**src/rtl/ram_port_arbiter_if.sv**
```systemverilog
// ram_port_arbiter_if: cpu, uart-programmer and ram signal bundle around the ram port arbiter
// slave modport: the arbiter side (takes requests and ram read data, drives grants, responses, ram command)
// master modport: the environment side (requesters plus the ram itself)
interface ram_port_arbiter_if #(
    parameter int ADDR_W = 14,
    parameter int DATA_W = 32
);
    logic              cpu_req;
    logic              cpu_we;
    logic [ADDR_W-1:0] cpu_adr;
    logic [DATA_W-1:0] cpu_wdata;
    logic              cpu_gnt;
    logic              cpu_rvalid;
    logic [DATA_W-1:0] cpu_rdata;
    logic              upg_req;
    logic              upg_we;
    logic              upg_lock;
    logic [ADDR_W-1:0] upg_adr;
    logic [DATA_W-1:0] upg_wdata;
    logic              upg_gnt;
    logic              upg_rvalid;
    logic [DATA_W-1:0] upg_rdata;
    logic              ram_en;
    logic              ram_wen;
    logic [ADDR_W-1:0] ram_adr;
    logic [DATA_W-1:0] ram_dat_o;
    logic [DATA_W-1:0] ram_dat_i;

    modport slave (
        input  cpu_req, cpu_we, cpu_adr, cpu_wdata,
        output cpu_gnt, cpu_rvalid, cpu_rdata,
        input  upg_req, upg_we, upg_lock, upg_adr, upg_wdata,
        output upg_gnt, upg_rvalid, upg_rdata,
        output ram_en, ram_wen, ram_adr, ram_dat_o,
        input  ram_dat_i
    );

    modport master (
        output cpu_req, cpu_we, cpu_adr, cpu_wdata,
        input  cpu_gnt, cpu_rvalid, cpu_rdata,
        output upg_req, upg_we, upg_lock, upg_adr, upg_wdata,
        input  upg_gnt, upg_rvalid, upg_rdata,
        input  ram_en, ram_wen, ram_adr, ram_dat_o,
        output ram_dat_i
    );
endinterface

```
**src/rtl/ram_port_arbiter.sv**
```systemverilog
// ram_port_arbiter: shares one synchronous data RAM between the CPU and the UART programmer
// clock: rising-edge clock; reset: synchronous active-high reset
// bus (slave): cpu_*/upg_* requests and responses, ram_* command out and ram_dat_i read data in
module ram_port_arbiter #(
    parameter int ADDR_W    = 14,
    parameter int DATA_W    = 32,
    parameter int MAX_BURST = 8
) (
    input logic               clock,
    input logic               reset,
    ram_port_arbiter_if.slave bus
);
    localparam int CNT_W = $clog2(MAX_BURST + 1);

    typedef enum logic {ARB, BURST} state_t;

    state_t            state_q, state_d;
    logic              last_q, last_d;
    logic [CNT_W-1:0]  cnt_q, cnt_d;
    logic              tag_v_q, tag_v_d;
    logic              tag_o_q, tag_o_d;
    logic              cpu_g, upg_g;
    logic              cpu_rv, upg_rv;
    logic [ADDR_W-1:0] adr_g;
    logic [DATA_W-1:0] wdata_g;

    // last_q: 1 = upg won the last arbitrated grant, 0 = cpu
    always_comb begin
        state_d = state_q;
        last_d  = last_q;
        cnt_d   = cnt_q;
        cpu_g   = 1'b0;
        upg_g   = 1'b0;
        if (state_q == ARB) begin
            upg_g = bus.upg_req && !(bus.cpu_req && last_q);
            cpu_g = bus.cpu_req && !upg_g;
            if (cpu_g || upg_g)
                last_d = upg_g;
            // with MAX_BURST of 1 the first locked grant already exhausts the burst
            if (upg_g && bus.upg_lock && MAX_BURST > 1) begin
                state_d = BURST;
                cnt_d   = CNT_W'(1);
            end
        end else begin
            upg_g = bus.upg_req;
            cpu_g = bus.cpu_req && !bus.upg_req;
            if (!bus.upg_lock) begin
                state_d = ARB;
                cnt_d   = '0;
            end else if (upg_g) begin
                // a full burst hands the next contested slot to the cpu
                if (int'(cnt_q) + 1 >= MAX_BURST) begin
                    state_d = ARB;
                    cnt_d   = '0;
                    last_d  = 1'b1;
                end else begin
                    cnt_d = cnt_q + 1'b1;
                end
            end
        end
        if (reset) begin
            cpu_g = 1'b0;
            upg_g = 1'b0;
        end
        tag_v_d = (cpu_g && !bus.cpu_we) || (upg_g && !bus.upg_we);
        tag_o_d = upg_g;
    end

    always_ff @(posedge clock) begin
        if (reset) begin
            state_q <= ARB;
            last_q  <= 1'b1;
            cnt_q   <= '0;
            tag_v_q <= 1'b0;
            tag_o_q <= 1'b0;
        end else begin
            state_q <= state_d;
            last_q  <= last_d;
            cnt_q   <= cnt_d;
            tag_v_q <= tag_v_d;
            tag_o_q <= tag_o_d;
        end
    end

    assign adr_g   = cpu_g ? bus.cpu_adr : upg_g ? bus.upg_adr : '0;
    assign wdata_g = cpu_g ? bus.cpu_wdata : upg_g ? bus.upg_wdata : '0;

    // a read tag still pending when reset arrives is dropped, not answered
    assign cpu_rv = tag_v_q && !tag_o_q && !reset;
    assign upg_rv = tag_v_q && tag_o_q && !reset;

    assign bus.cpu_gnt    = cpu_g;
    assign bus.upg_gnt    = upg_g;
    assign bus.ram_en     = cpu_g || upg_g;
    assign bus.ram_wen    = cpu_g ? bus.cpu_we : (upg_g && bus.upg_we);
    assign bus.ram_adr    = adr_g;
    assign bus.ram_dat_o  = wdata_g;
    assign bus.cpu_rvalid = cpu_rv;
    assign bus.upg_rvalid = upg_rv;
    assign bus.cpu_rdata  = cpu_rv ? bus.ram_dat_i : '0;
    assign bus.upg_rdata  = upg_rv ? bus.ram_dat_i : '0;
endmodule
```
**src/flat_wrapper.sv**
```systemverilog
// flat-port wrapper written by rule: the top's interface ports become plain ports
module ram_port_arbiter_flat 
#(
    parameter int ADDR_W    = 14,
    parameter int DATA_W    = 32,
    parameter int MAX_BURST = 8
)
  (clock, reset, bus_cpu_req, bus_cpu_we, bus_cpu_adr, bus_cpu_wdata, bus_cpu_gnt, bus_cpu_rvalid, bus_cpu_rdata, bus_upg_req, bus_upg_we, bus_upg_lock, bus_upg_adr, bus_upg_wdata, bus_upg_gnt, bus_upg_rvalid, bus_upg_rdata, bus_ram_en, bus_ram_wen, bus_ram_adr, bus_ram_dat_o, bus_ram_dat_i);
  ram_port_arbiter_if #(.ADDR_W(ADDR_W), .DATA_W(DATA_W)) bus_i ();
  input logic clock;
  input logic reset;
  input wire logic [$bits(bus_i.cpu_req)-1:0] bus_cpu_req;
  input wire logic [$bits(bus_i.cpu_we)-1:0] bus_cpu_we;
  input wire logic [$bits(bus_i.cpu_adr)-1:0] bus_cpu_adr;
  input wire logic [$bits(bus_i.cpu_wdata)-1:0] bus_cpu_wdata;
  output wire logic [$bits(bus_i.cpu_gnt)-1:0] bus_cpu_gnt;
  output wire logic [$bits(bus_i.cpu_rvalid)-1:0] bus_cpu_rvalid;
  output wire logic [$bits(bus_i.cpu_rdata)-1:0] bus_cpu_rdata;
  input wire logic [$bits(bus_i.upg_req)-1:0] bus_upg_req;
  input wire logic [$bits(bus_i.upg_we)-1:0] bus_upg_we;
  input wire logic [$bits(bus_i.upg_lock)-1:0] bus_upg_lock;
  input wire logic [$bits(bus_i.upg_adr)-1:0] bus_upg_adr;
  input wire logic [$bits(bus_i.upg_wdata)-1:0] bus_upg_wdata;
  output wire logic [$bits(bus_i.upg_gnt)-1:0] bus_upg_gnt;
  output wire logic [$bits(bus_i.upg_rvalid)-1:0] bus_upg_rvalid;
  output wire logic [$bits(bus_i.upg_rdata)-1:0] bus_upg_rdata;
  output wire logic [$bits(bus_i.ram_en)-1:0] bus_ram_en;
  output wire logic [$bits(bus_i.ram_wen)-1:0] bus_ram_wen;
  output wire logic [$bits(bus_i.ram_adr)-1:0] bus_ram_adr;
  output wire logic [$bits(bus_i.ram_dat_o)-1:0] bus_ram_dat_o;
  input wire logic [$bits(bus_i.ram_dat_i)-1:0] bus_ram_dat_i;
  assign bus_i.cpu_req = bus_cpu_req;
  assign bus_i.cpu_we = bus_cpu_we;
  assign bus_i.cpu_adr = bus_cpu_adr;
  assign bus_i.cpu_wdata = bus_cpu_wdata;
  assign bus_cpu_gnt = bus_i.cpu_gnt;
  assign bus_cpu_rvalid = bus_i.cpu_rvalid;
  assign bus_cpu_rdata = bus_i.cpu_rdata;
  assign bus_i.upg_req = bus_upg_req;
  assign bus_i.upg_we = bus_upg_we;
  assign bus_i.upg_lock = bus_upg_lock;
  assign bus_i.upg_adr = bus_upg_adr;
  assign bus_i.upg_wdata = bus_upg_wdata;
  assign bus_upg_gnt = bus_i.upg_gnt;
  assign bus_upg_rvalid = bus_i.upg_rvalid;
  assign bus_upg_rdata = bus_i.upg_rdata;
  assign bus_ram_en = bus_i.ram_en;
  assign bus_ram_wen = bus_i.ram_wen;
  assign bus_ram_adr = bus_i.ram_adr;
  assign bus_ram_dat_o = bus_i.ram_dat_o;
  assign bus_i.ram_dat_i = bus_ram_dat_i;
  ram_port_arbiter #(.ADDR_W(ADDR_W), .DATA_W(DATA_W), .MAX_BURST(MAX_BURST)) u_core (.clock(clock), .reset(reset), .bus(bus_i));
endmodule
```
**config.mk**
```make
export PLATFORM = sky130hd
export DESIGN_NAME = ram_port_arbiter_flat
export DESIGN_NICKNAME = d
export VERILOG_FILES = /design/src/rtl/ram_port_arbiter_if.sv /design/src/rtl/ram_port_arbiter.sv /design/src/flat_wrapper.sv
export SDC_FILE = /design/constraint.sdc
export NUM_CORES = 1
export LEC_CHECK = 0
export BUFFER_PORTS_ARGS = -buffer_cell sky130_fd_sc_hd__buf_2
export CELL_PAD_IN_SITES_DETAIL_PLACEMENT = 1
export CELL_PAD_IN_SITES_GLOBAL_PLACEMENT = 2
export CORE_MARGIN = 2
export CORE_UTILIZATION = 12
export CTS_CLUSTER_SIZE = 14
export DETAILED_ROUTE_END_ITERATION = 6
export GPL_TIMING_DRIVEN = 0
export PLACE_DENSITY_LB_ADDON = 0.1
export RECOVER_POWER = 50
export SETUP_SLACK_MARGIN = 0.4
export SLEW_MARGIN = 30
export SYNTH_ARGS = -nofsm -noshare
export SYNTH_HDL_FRONTEND = slang
export SYNTH_SLANG_ARGS = --single-unit
```
**constraint.sdc**
```tcl
create_clock -name clock -period 3.8 [get_ports clock]
set_clock_uncertainty 0.2 [all_clocks]
set_input_delay 0.38 -clock clock [delete_from_list [all_inputs] [get_ports clock]]
set_output_delay 0.38 -clock clock [all_outputs]
set_load 0.01 [all_outputs]
```
* Word level (Yosys, flattened, before mapping)
Cells that the tools add are included.
** Storage, ports and cells
- Bits in registers :: 8
- Output and inout port bits :: 116
- Logic and storage cells :: 64
- Input port bits :: 131
** Cells by class
- Reductions and logical operators :: 26
- Muxes and demuxes :: 26
- Equal/unequal tests :: 4
- $add $sub $neg :: 2
- Order comparisons :: 1
** Operators by type and width (number)
- 32-bit two-way mux :: 4
- 32-bit by 5-bit greater-or-equal comparator with 1-bit output, second input constant :: 1
- 14-bit two-way mux :: 2
- 4-bit two-way mux :: 5
- 1-bit two-way mux :: 15
- 1-bit logical AND :: 12
- 1-bit zero test :: 7
- 2-bit != test, second input constant :: 3
- 4-bit by 1-bit adder with 5-bit output, second input constant :: 1
- 4-bit by 1-bit adder with 4-bit output, second input constant :: 1
- 4-bit AND reduction :: 1
- 2-bit nonzero test :: 2
- 1-bit logical OR :: 3
- 3-bit != test, second input constant :: 1
- 2-bit AND reduction :: 1

* Depth between registers and ports, before layout
- Depth in word-level cells :: 9
- Gate-level depth with buffers :: 5
- Mapped depth without buffers :: 4

* Least setup slack after synthesis
Ideal clock, no wire load.
- Path kind :: input-to-output
- Start :: input bus_upg_req
- End :: output bus_ram_dat_o[22]
- Setup slack :: 2021 ps
- Buffers on the path :: 3
- Arrival time :: 1199 ps
- Required time :: 3220 ps
- Stages :: 5
- Cells stage by stage :: buf_2 and3_4 buf_6 buf_6 a22o_1
** On the way
- Elaborated cells on any way between the ends :: 11
- Classes of those cells :: 6 x mux; 5 x reduce/logical
** RTL lines
- start: declaration :: line flat_wrapper.sv:19 : input wire logic [$bits(bus_i.upg_req)-1:0] bus_upg_req;
- 1-bit logical AND :: line ram_port_arbiter.sv:35 : upg_g = bus.upg_req && !(bus.cpu_req && last_q);
- 1-bit two-way mux * :: line ram_port_arbiter.sv:34 : if (state_q == ARB) begin
- 1-bit two-way mux * :: line ram_port_arbiter.sv:61 : if (reset) begin
- named net bus_upg_gnt :: line flat_wrapper.sv:24 : output wire logic [$bits(bus_i.upg_gnt)-1:0] bus_upg_gnt;
- 32-bit two-way mux * (2 in series) :: line ram_port_arbiter.sv:86 : assign wdata_g = cpu_g ? bus.cpu_wdata : upg_g ? bus.upg_wdata : '0;
- end: declaration :: line flat_wrapper.sv:30 : output wire logic [$bits(bus_i.ram_dat_o)-1:0] bus_ram_dat_o;
The timed path passes the listed nets; every way through them passes the cells marked *.

* Final worst setup path
- Start :: register u_core.state_q
- End :: output bus_ram_adr[13]
** On the way
- Cells in the longest elaborated chain, start to end :: 4
- Elaborated cells on any way between the ends :: 6
- Classes of those cells :: 6 x mux
** Ends and longest elaborated chain
- start: declaration :: line ram_port_arbiter.sv:17 : state_t state_q, state_d;
- start signal: assignment :: line ram_port_arbiter.sv:77 : state_q <= state_d;
- 1-bit two-way mux :: line ram_port_arbiter.sv:34
- 1-bit two-way mux :: line ram_port_arbiter.sv:61
- 14-bit two-way mux :: line ram_port_arbiter.sv:85 : assign adr_g = cpu_g ? bus.cpu_adr : upg_g ? bus.upg_adr : '0;
- 14-bit two-way mux * :: line ram_port_arbiter.sv:85
- end: declaration :: line flat_wrapper.sv:29 : output wire logic [$bits(bus_i.ram_adr)-1:0] bus_ram_adr;
Every way passes the cells marked *; elsewhere a longest branch is shown, timed or not.

==> summary.txt <==
Status
  – Status: complete, no violations

Die
  – Overall die area: around 13000 um2
  – Die height: 112.6 um
  – Row Count: 39
  – IO Count: around 250
  – Die X: 112.6 um
  – Starting Density: 12.35%
  – Area of the placeable core: 11470 um2

Logic synthesis
  – Net count after synthesis: 315
  – #FFs+latches synth: 8
  – Syn_area_per_cell: 7.782 um2
  – Synth unique cells: 31
  – Synth Cell Area: 1416 um2
  – Synthesized instance count: roughly 180
  – Top FF cell, synth: dfxtp_1
  – Yosys warning total: 0
  – Ys async rst share: 0%
  – Post-synthesis sequential area ratio: 11.31%
  – Number of flops mapped to enable cells by yosys: 0

Detailed routing
  – Residual DRC: 0
  – 1st-iter DRT viols: 62
  – DRT Pass-1 Iters: 4
  – DR WL/cell: 14.84 um
  – DR vias/cell: 4.115
  – Routed Antenna Nets: 0
  – WL final: 8502 um
  – Via count: roughly 2400

Critical path
  – Worst r2r src: u_core.state_q
  – Reg2Reg Capture Point: u_core.tag_v_q
  – CP Data Required Time: 3.22 ns
  – CP max stage delay: 0.46 ns
  – Most used cell, CP: clkbuf_1
  – Flop-to-flop setup slack: 1.78 ns
  – Worst EP arrival: approximately 2.1 ns
  – CP Max Fanout: 10
  – Max stage delay cell, worst path: clkbuf_1
  – Critical path type: reg -> out
  – Crit end category: output pin
  – Crit-path cells: nand3b_1 -> and3_2 -> clkbuf_1 -> clkbuf_1 -> a22o_1 -> buf_2
  – Worst Setup Start Kind: flip-flop
  – Worst r2r path cells: 5

Timing
  – Slew Limit Fails: 0
  – Worst-margin pin slew: 0.6850 ns
  – RSZ-0062 raised after global routing: false
  – Final Hold Vio Count: 0
  – Min Tclk post-route: 2.717 ns
  – Setup Total Neg Slack: 0 ns
  – # setup viols final: 0
  – Period Utilization, post-route: 71.51%
  – Slew headroom: 54.23%
  – Fmax: 368.0 MHz

Layout
  – Filler cells: 1491
  – Most common cell after layout, fill and taps aside: buf_2
  – Antenna Cells: 0
  – Area growth syn-to-layout: 97.09%
  – Final nets: 565
  – Post-layout instance area: 2791 um2
  – Commonest non-fill, non-tap cells in the layout: 214 x buf_2, 54 x and2_1, 48 x clkbuf_1, 48 x a22o_1, 10 x and2_0
  – Layout cell share with drive strength beyond 1: 51.16%

Global routing
  – Vias in the first global route: about 2400
  – Gr usage total: 12.47%
  – First-pass GRT wire length: 12800 um
  – Largest net degree at the start of global routing: 11
  – Antenna violations before repair: 0
  – GRT overflow: 0

Clock tree
  – Cts hold-fix bufs: 0
  – CTS sink count: 8
  – Clk buf depth: 2
  – Cts repair resizes: 0
  – Clock latency at the later pin of the worst-skew pair: 0.23 ns
  – CTS tree: built
  – Root buf cell: clkbuf_16
  – Reg clk slew, reported paths: 0.04 ns
  – Maximum level of the CTS H-tree: 1
  – Post-CTS Setup Bufs: 0
  – CTS Buf Count: 3

Place
  – Post-DP HPWL: about 7500 um
  – Placer Congestion: ~0.7
  – PortBufs: 245
  – Area after DPL: 2821 um2

Pwr
  – Max VDD drop: approximately 0.11 mV
  – Static leakage: ~1.6 nW
  – Pwr Density: 179.8 nW/um2
  – Total power: 0.5018 mW

Hold path
  – Hold_sp: bus_cpu_we
  – WHS Endpoint: u_core.tag_v_q
  – Hold Crit Class: in -> reg
  – Hold Path Stages: 3

Run
  – Max-Cap Viols: 0
routing by layer:
| metal | part of all wire, % | GRT usage [%] | up-vias |
|---|---|---|---|
| met3 | 8.4 | 2.430 | 4 |
| li1 | - | - | 1155 |
| met1 | 36 | 13.57 | 1084 |
| met2 | 55 | 25.15 | 115 |
| met4 | 0.66 | 1.626 | 0 |
| met5 | 0 | 0 | - |
sequential cells by signal, indices dropped and copies added (netlist names):
signal	count
u_core.cnt_q	4
u_core.last_q	1
u_core.state_q	1
u_core.tag_v_q	1
u_core.tag_o_q	1
how the worst max path moves through the flow:
stage          depth (start not counted)                 to      startpoint
6_report                               6    bus_ram_adr[13]  u_core.state_q
5_1_grt                                6    bus_ram_adr[13]  u_core.state_q
4_1_cts                                6    bus_ram_adr[13]  u_core.state_q
3_5_place_dp                           6   bus_upg_rdata[3]           reset
3_3_place_gp                           5   bus_cpu_rdata[4]           reset
2_1_floorplan                          5  bus_ram_dat_o[22]     bus_upg_req
report_power, final:
| part | leakage [nW] | internal [mW] | switching, mW | total, mW |
|---|---|---|---|---|
| clock network | 0.0370 | 0.136 | 0.0403 | 0.176 |
| registers | 0.0655 | 0.0883 | 0.00451 | 0.0928 |
| logic | 1.53 | 0.119 | 0.115 | 0.233 |
| total | 1.64 | 0.342 | 0.159 | 0.502 |
cells by family (layout without fill, tap and decap cells):
| family | count (synthesis) | in the layout | synth area share [%] |
|---|---|---|---|
| buf+inv | 23 | 271 | 9.805 |
| compound gates | 62 | 62 | 37.54 |
| fa+ha+maj | 2 | 2 | 1.767 |
| flops | 8 | 8 | 11.31 |
| mux | 1 | 1 | 0.7067 |
| simple gates | 86 | 86 | 38.87 |
stage by stage:
| stage | instances | utilization, % | hold slack [ns] | setup WS [ns] |
|---|---|---|---|---|
| finish | 573 | 24.34 | 0.2536 | 1.083 |
| global route | 573 | 24.34 | 0.2916 | 0.9133 |
| CTS | 573 | 25.26 | 0.2521 | 1.566 |
| detailed placement | 570 | 24.60 | 0.3474 | 1.578 |
| global placement | 570 | 24.60 | 0.3374 | 1.578 |
| floorplan | 182 | - | 0.2587 | 2.021 |
Yosys cell counts, types with 2 or more instances:
cell type | instances | area, um2
a21o_1 | 2 | 15.01
buf_6 | 6 | 67.56
a22o_1 | 48 | 420.4
nand3_1 | 3 | 15.01
nand2b_1 | 5 | 31.28
dfxtp_1 | 8 | 160.2
ha_1 | 2 | 25.02
nand2_1 | 4 | 15.01
nor2b_1 | 2 | 12.51
buf_2 | 6 | 30.03
o21ai_0 | 3 | 15.01
and2_1 | 64 | 400.4
clkbuf_1 | 6 | 22.52
and3_1 | 3 | 18.77
inv_1 | 4 | 15.01
worst max-delay path: cells and delay by family (launching register included):
family	cells	cell delay, ns
flops	1	0.45
buf+inv	3	0.80
simple gates	2	0.41
compound gates	1	0.24
area by class of cell:
type | count | area (um2) | share of cell area [%]
clock buffers | 3 | 75.07 | 2.689
flip-flops and latches | 8 | 160.2 | 5.737
multi-input cells | 151 | 1096 | 39.26
plain buffers | 18 | 81.33 | 2.913
well taps | 143 | 178.9 | 6.410
repair buffers | 245 | 1181 | 42.31
inverters | 5 | 18.77 | 0.6723
No activity file was read; power rests on OpenSTA's default activity.
